### src/rtl/micro_cook_ctrl.sv
// Microwave cook-cycle controller.
// Captures a 4-digit BCD MM:SS set time from the keypad, then counts elapsed time up
// in BCD once per second and finishes when elapsed equals the set time. Handles the
// door interlock (pause/resume), stop/clear and an end-of-cook beep.
//
// Ports:
//   clk        system clock, rising edge
//   rst        asynchronous active-high reset
//   key_valid  one-cycle strobe qualifying key_digit
//   key_digit  BCD keypad digit (values above 9 are ignored)
//   start      start/resume request (level)
//   stop       stop/clear request (level)
//   door_open  door interlock, 1 = open
//   mag_on     magnetron enable
//   lamp_on    cavity lamp
//   beep       beeper enable
//   busy       high while cooking or paused
//   disp       {min_tens, min_units, sec_tens, sec_units} BCD
module micro_cook_ctrl #(
  parameter int unsigned TICK_DIV     = 100000000,
  parameter int unsigned BEEP_SECONDS = 3
) (
  input  logic        clk,
  input  logic        rst,
  input  logic        key_valid,
  input  logic [3:0]  key_digit,
  input  logic        start,
  input  logic        stop,
  input  logic        door_open,
  output logic        mag_on,
  output logic        lamp_on,
  output logic        beep,
  output logic        busy,
  output logic [15:0] disp
);

  localparam int unsigned PsW = (TICK_DIV > 2) ? $clog2(TICK_DIV) : 1;
  localparam int unsigned BcW = (BEEP_SECONDS > 1) ? $clog2(BEEP_SECONDS) : 1;

  typedef enum logic [2:0] {StIdle, StEntry, StCook, StPause, StDone} state_e;

  state_e           state_q, state_d;
  logic [15:0]      set_q, set_d;
  logic [15:0]      el_q, el_d;
  logic [PsW-1:0]   ps_q, ps_d;
  logic [BcW-1:0]   bc_q, bc_d;

  logic             tick;
  logic             start_ok;
  logic [15:0]      el_inc;

  // MM:SS increment; minute tens wraps 9->0 (not reachable from a valid set time).
  function automatic logic [15:0] bcd_inc(input logic [15:0] t);
    logic [15:0] r;
    r = t;
    if (t[3:0] == 4'd9) begin
      r[3:0] = 4'd0;
      if (t[7:4] == 4'd5) begin
        r[7:4] = 4'd0;
        if (t[11:8] == 4'd9) begin
          r[11:8]  = 4'd0;
          r[15:12] = (t[15:12] == 4'd9) ? 4'd0 : t[15:12] + 4'd1;
        end else begin
          r[11:8] = t[11:8] + 4'd1;
        end
      end else begin
        r[7:4] = t[7:4] + 4'd1;
      end
    end else begin
      r[3:0] = t[3:0] + 4'd1;
    end
    return r;
  endfunction

  assign tick     = (ps_q == PsW'(TICK_DIV - 1));
  assign el_inc   = bcd_inc(el_q);
  assign start_ok = (set_q != 16'h0000) && (set_q[7:4] <= 4'd5) && !door_open;

  always_ff @(posedge clk or posedge rst) begin
    if (rst) begin
      state_q <= StIdle;
      set_q   <= 16'h0000;
      el_q    <= 16'h0000;
      ps_q    <= '0;
      bc_q    <= '0;
    end else begin
      state_q <= state_d;
      set_q   <= set_d;
      el_q    <= el_d;
      ps_q    <= ps_d;
      bc_q    <= bc_d;
    end
  end

  // Priority inside each state: stop > door_open > tick > start > key_valid.
  always_comb begin
    state_d = state_q;
    set_d   = set_q;
    el_d    = el_q;
    ps_d    = ps_q;
    bc_d    = bc_q;
    unique case (state_q)
      StIdle, StEntry: begin
        if (stop) begin
          set_d   = 16'h0000;
          state_d = StIdle;
        end else if (start) begin
          // A rejected start also swallows any coincident key press.
          if (start_ok) begin
            el_d    = 16'h0000;
            ps_d    = '0;
            state_d = StCook;
          end
        end else if (key_valid && (key_digit <= 4'd9)) begin
          set_d   = {set_q[11:0], key_digit};
          state_d = StEntry;
        end
      end
      StCook: begin
        if (stop || door_open) begin
          // Hold prescaler and elapsed; a coincident tick is dropped.
          state_d = StPause;
        end else if (tick) begin
          ps_d = '0;
          el_d = el_inc;
          if (el_inc == set_q) begin
            bc_d    = '0;
            state_d = StDone;
          end
        end else begin
          ps_d = ps_q + PsW'(1);
        end
      end
      StPause: begin
        if (stop) begin
          set_d   = 16'h0000;
          el_d    = 16'h0000;
          ps_d    = '0;
          state_d = StIdle;
        end else if (start && !door_open) begin
          state_d = StCook;
        end
      end
      StDone: begin
        if (stop || door_open) begin
          set_d   = 16'h0000;
          el_d    = 16'h0000;
          ps_d    = '0;
          state_d = StIdle;
        end else if (tick) begin
          ps_d = '0;
          if (bc_q == BcW'(BEEP_SECONDS - 1)) begin
            set_d   = 16'h0000;
            el_d    = 16'h0000;
            state_d = StIdle;
          end else begin
            bc_d = bc_q + BcW'(1);
          end
        end else begin
          ps_d = ps_q + PsW'(1);
        end
      end
      default: state_d = StIdle;
    endcase
  end

  // Outputs decode from the state register only (plus the door term on the lamp).
  always_comb begin
    mag_on  = (state_q == StCook);
    beep    = (state_q == StDone);
    busy    = (state_q == StCook) || (state_q == StPause);
    lamp_on = busy || door_open;
    disp    = (state_q == StIdle || state_q == StEntry) ? set_q : el_q;
  end

endmodule

### config.mk
export PLATFORM = sky130hd
export DESIGN_NAME = micro_cook_ctrl
export DESIGN_NICKNAME = d
export VERILOG_FILES = /design/src/rtl/micro_cook_ctrl.sv
export SDC_FILE = /design/constraint.sdc
export NUM_CORES = 1
export LEC_CHECK = 0
export CAP_MARGIN = 40
export CORE_MARGIN = 2
export CORE_UTILIZATION = 55
export DETAILED_ROUTE_END_ITERATION = 16
export PLACE_DENSITY = 0.75
export RECOVER_POWER = 25
export SLEW_MARGIN = 15
export SYNTH_ARGS = -nofsm -noshare
export SYNTH_HDL_FRONTEND = slang
export SYNTH_SLANG_ARGS = --single-unit
### constraint.sdc
create_clock -name clk -period 8.3 [get_ports clk]
set_input_delay 1.245 -clock clk [delete_from_list [all_inputs] [get_ports clk]]
set_output_delay 1.245 -clock clk [all_outputs]
set_load 0.02 [all_outputs]
==> qor.yml <==
initialDrtViolationCount: 244
ys_types: 63
vdd.ir_drop.worst_mv: 0.1678
postLayoutCoreUtil_pct: 63.56
ys.flop_type: "dfrtp_1"
grt_overflow: 0
placed_cells: 625
synthArstFlopShare_pct: 100.0
n_fill_cell: 677
core_mm2: 0.007647
grt_use_total_pct: 27.29
startpoint_type: "input port"
antenna_found_initial: 0
end_kind: "asynchronous set/reset pin"
fin_crit_ps: 4587
io_buffers: 29
place_area_mm2: 0.004622
dp_slack_ps: 4427
cts_resized: 0
hold_viol_final: 0
io_pins: 30
syn_nets: 537
cp_max_fo: 54
syn_avg_cell_area_um2: 8.269
final_cells: 641
htreeDepth: 3
synth_seq_cells: 64
setup_viol: 0
cts_buffers: 9
drive_gt1_share_pct: 8.534
finalInstanceArea_mm2: 0.004861
cts_tree: "built"
p_per_area_mw_per_mm2: 256.4
antenna_cells: 0
hpwlAfterDp_mm: 7.418
rows: 32
skew_ps: 6.976
finalCritPeriodShare_pct: 55.26
max_cap_violations: 1
synth_edf_count: 0
cts_root_buf: "clkbuf_8"
die_x_um: 92.34
insertion_delay_ps: 350
vias: 3962
crit_type: "input port to asynchronous set/reset pin"
die_h_um: 92.34
violations: "max-capacitance violations, max-slew violations"
rsz0062_at_grt: "no"
area_delta_synth_final_pct: 13.27
yosys_warnings: 0
seqCellArea_mm2: 0.001602
ctsHoldBuffers: 0
fin_nets: 553
arrival_ps: 4410
drt-total-wl_mm: 10.86
slew_viol_final: 55
required_ps: 8120
fin_ws_ps: 3713
status: "finished with violations"
cts_setup_buffers: 0
netlist_instances: 519
multiInputGateArea_mm2: 0.002509
place_congestion: 0.9224
initial_core_util_pct: 56.12
dieArea_mm2: 0.008526
p_leak_nw: 2.012
syn_area_mm2: 0.004292
worstHoldPathType: "flip-flop to flip-flop"
firstDrtPassIters: 7
finalSetupTns_ps: 0
wl_per_cell_um: 16.94
cts_max_path_buffers: 2
maxSlewHeadroom_pct: -93.32
worst_pin_slew_ps: 2900
ys_seq_area_share_pct: 37.32
viasPerCell: 6.181
cts_sinks: 64
fmax_mhz: 218.0
drc: 0
grt_pass1_wl_mm: 18.55
ant_nets: 0
hold_slack_ps: 489.2
grt_max_degree: 65
grt_pass1_vias: 3857
power_mw: 1.246
path_clk_slew_ps: 70
[metal layers]
layer	routed length (um)	track usage, %
met1	4728	34.20
met2	5381	46.17
met3	498	6.428
met4	253	9.701
met5	0	0
[where the power goes]
| group | total [mW] | leakage, nW | internal [mW] | switching, mW |
|---|---|---|---|---|
| clock network | 0.325 | 0.122 | 0.200 | 0.124 |
| registers | 0.429 | 0.878 | 0.348 | 0.0803 |
| logic | 0.493 | 1.01 | 0.196 | 0.297 |
[cell families after synthesis]
logic type | after synthesis | synth area share (%)
DFF | 64 | 37.32
adders and majority gates | 8 | 2.332
buffers and inverters | 44 | 4.286
xor gates and xnor gates | 20 | 4.081
and+or+nand+nor | 210 | 25.69
AOI/OAI and AO/OA | 158 | 22.45
muxes | 15 | 3.848
[Yosys cell counts (5+ instances only)]
library cell | number | share of area (%)
inv_1 | 13 | 1.1
and3b_1 | 5 | 1.0
and3_1 | 8 | 1.2
nand4_1 | 10 | 1.5
o21ai_0 | 82 | 9.6
a21oi_1 | 24 | 2.8
clkbuf_1 | 23 | 2.0
xor2_1 | 10 | 2.0
a31oi_1 | 6 | 0.87
nor4_1 | 6 | 0.87
o41ai_1 | 5 | 1.0
o31ai_1 | 8 | 1.4
dfrtp_1 | 64 | 37
xnor2_1 | 10 | 2.0
nand2_1 | 84 | 7.3
nand2b_1 | 10 | 1.5
nor2_1 | 24 | 2.1
mux2_2 | 12 | 3.1
nand3_1 | 18 | 2.1
nor3_1 | 12 | 1.4
ha_1 | 8 | 2.3
[worst max-delay path, stage by stage]
cell	delay (ps)
dlygate4sd3_1	530
clkinv_1	40
clkbuf_1	450
clkbuf_1	2090
[worst paths after layout]
check,startpoint,endpoint,slack [ps],cells after the start
min,bc_q[0],bc_q[0],490,1
max reg2reg,el_q[1],state_q[1],4850,8
min in group asynchronous,rst,el_q[1],1450,3
max in group clk,state_q[2],mag_on,4320,5
max,rst,ps_q[9],3710,4
min reg2reg,bc_q[0],bc_q[0],490,1
[registers in the layout, indices dropped and copies added, names as in the netlist]
signal	count
state_q	3
el_q	16
bc_q	2
ps_q	27
set_q	16
[final cells by class]
cell class,count,area share (%)
inverters,13,1.004
well taps,102,2.625
clock buffers,13,3.681
clock inverters,2,1.236
multi-input cells,411,51.61
flip-flops and latches,64,32.95
repair buffers,36,6.898
[placed cells by master, fill, tap and decap left out, types with 5 or more instances in the layout]
cell type / Yosys / final
nor3_1: 12 / 12
clkdlybuf4s50_1: 0 / 28
o31ai_1: 8 / 8
a31oi_1: 6 / 6
dfrtp_1: 64 / 64
xnor2_1: 10 / 10
xor2_1: 10 / 10
buf_4: 1 / 5
nand2_1: 84 / 84
nand3_1: 18 / 18
o21ai_0: 82 / 82
inv_1: 13 / 12
clkbuf_8: 0 / 13
and3_1: 8 / 8
ha_1: 8 / 8
nand4_1: 10 / 10
nor2_1: 24 / 23
nand2b_1: 10 / 10
o41ai_1: 5 / 5
and3b_1: 5 / 5
mux2_2: 12 / 12
nor4_1: 6 / 6
a21oi_1: 24 / 24
Power figures use the tool's default switching activity.
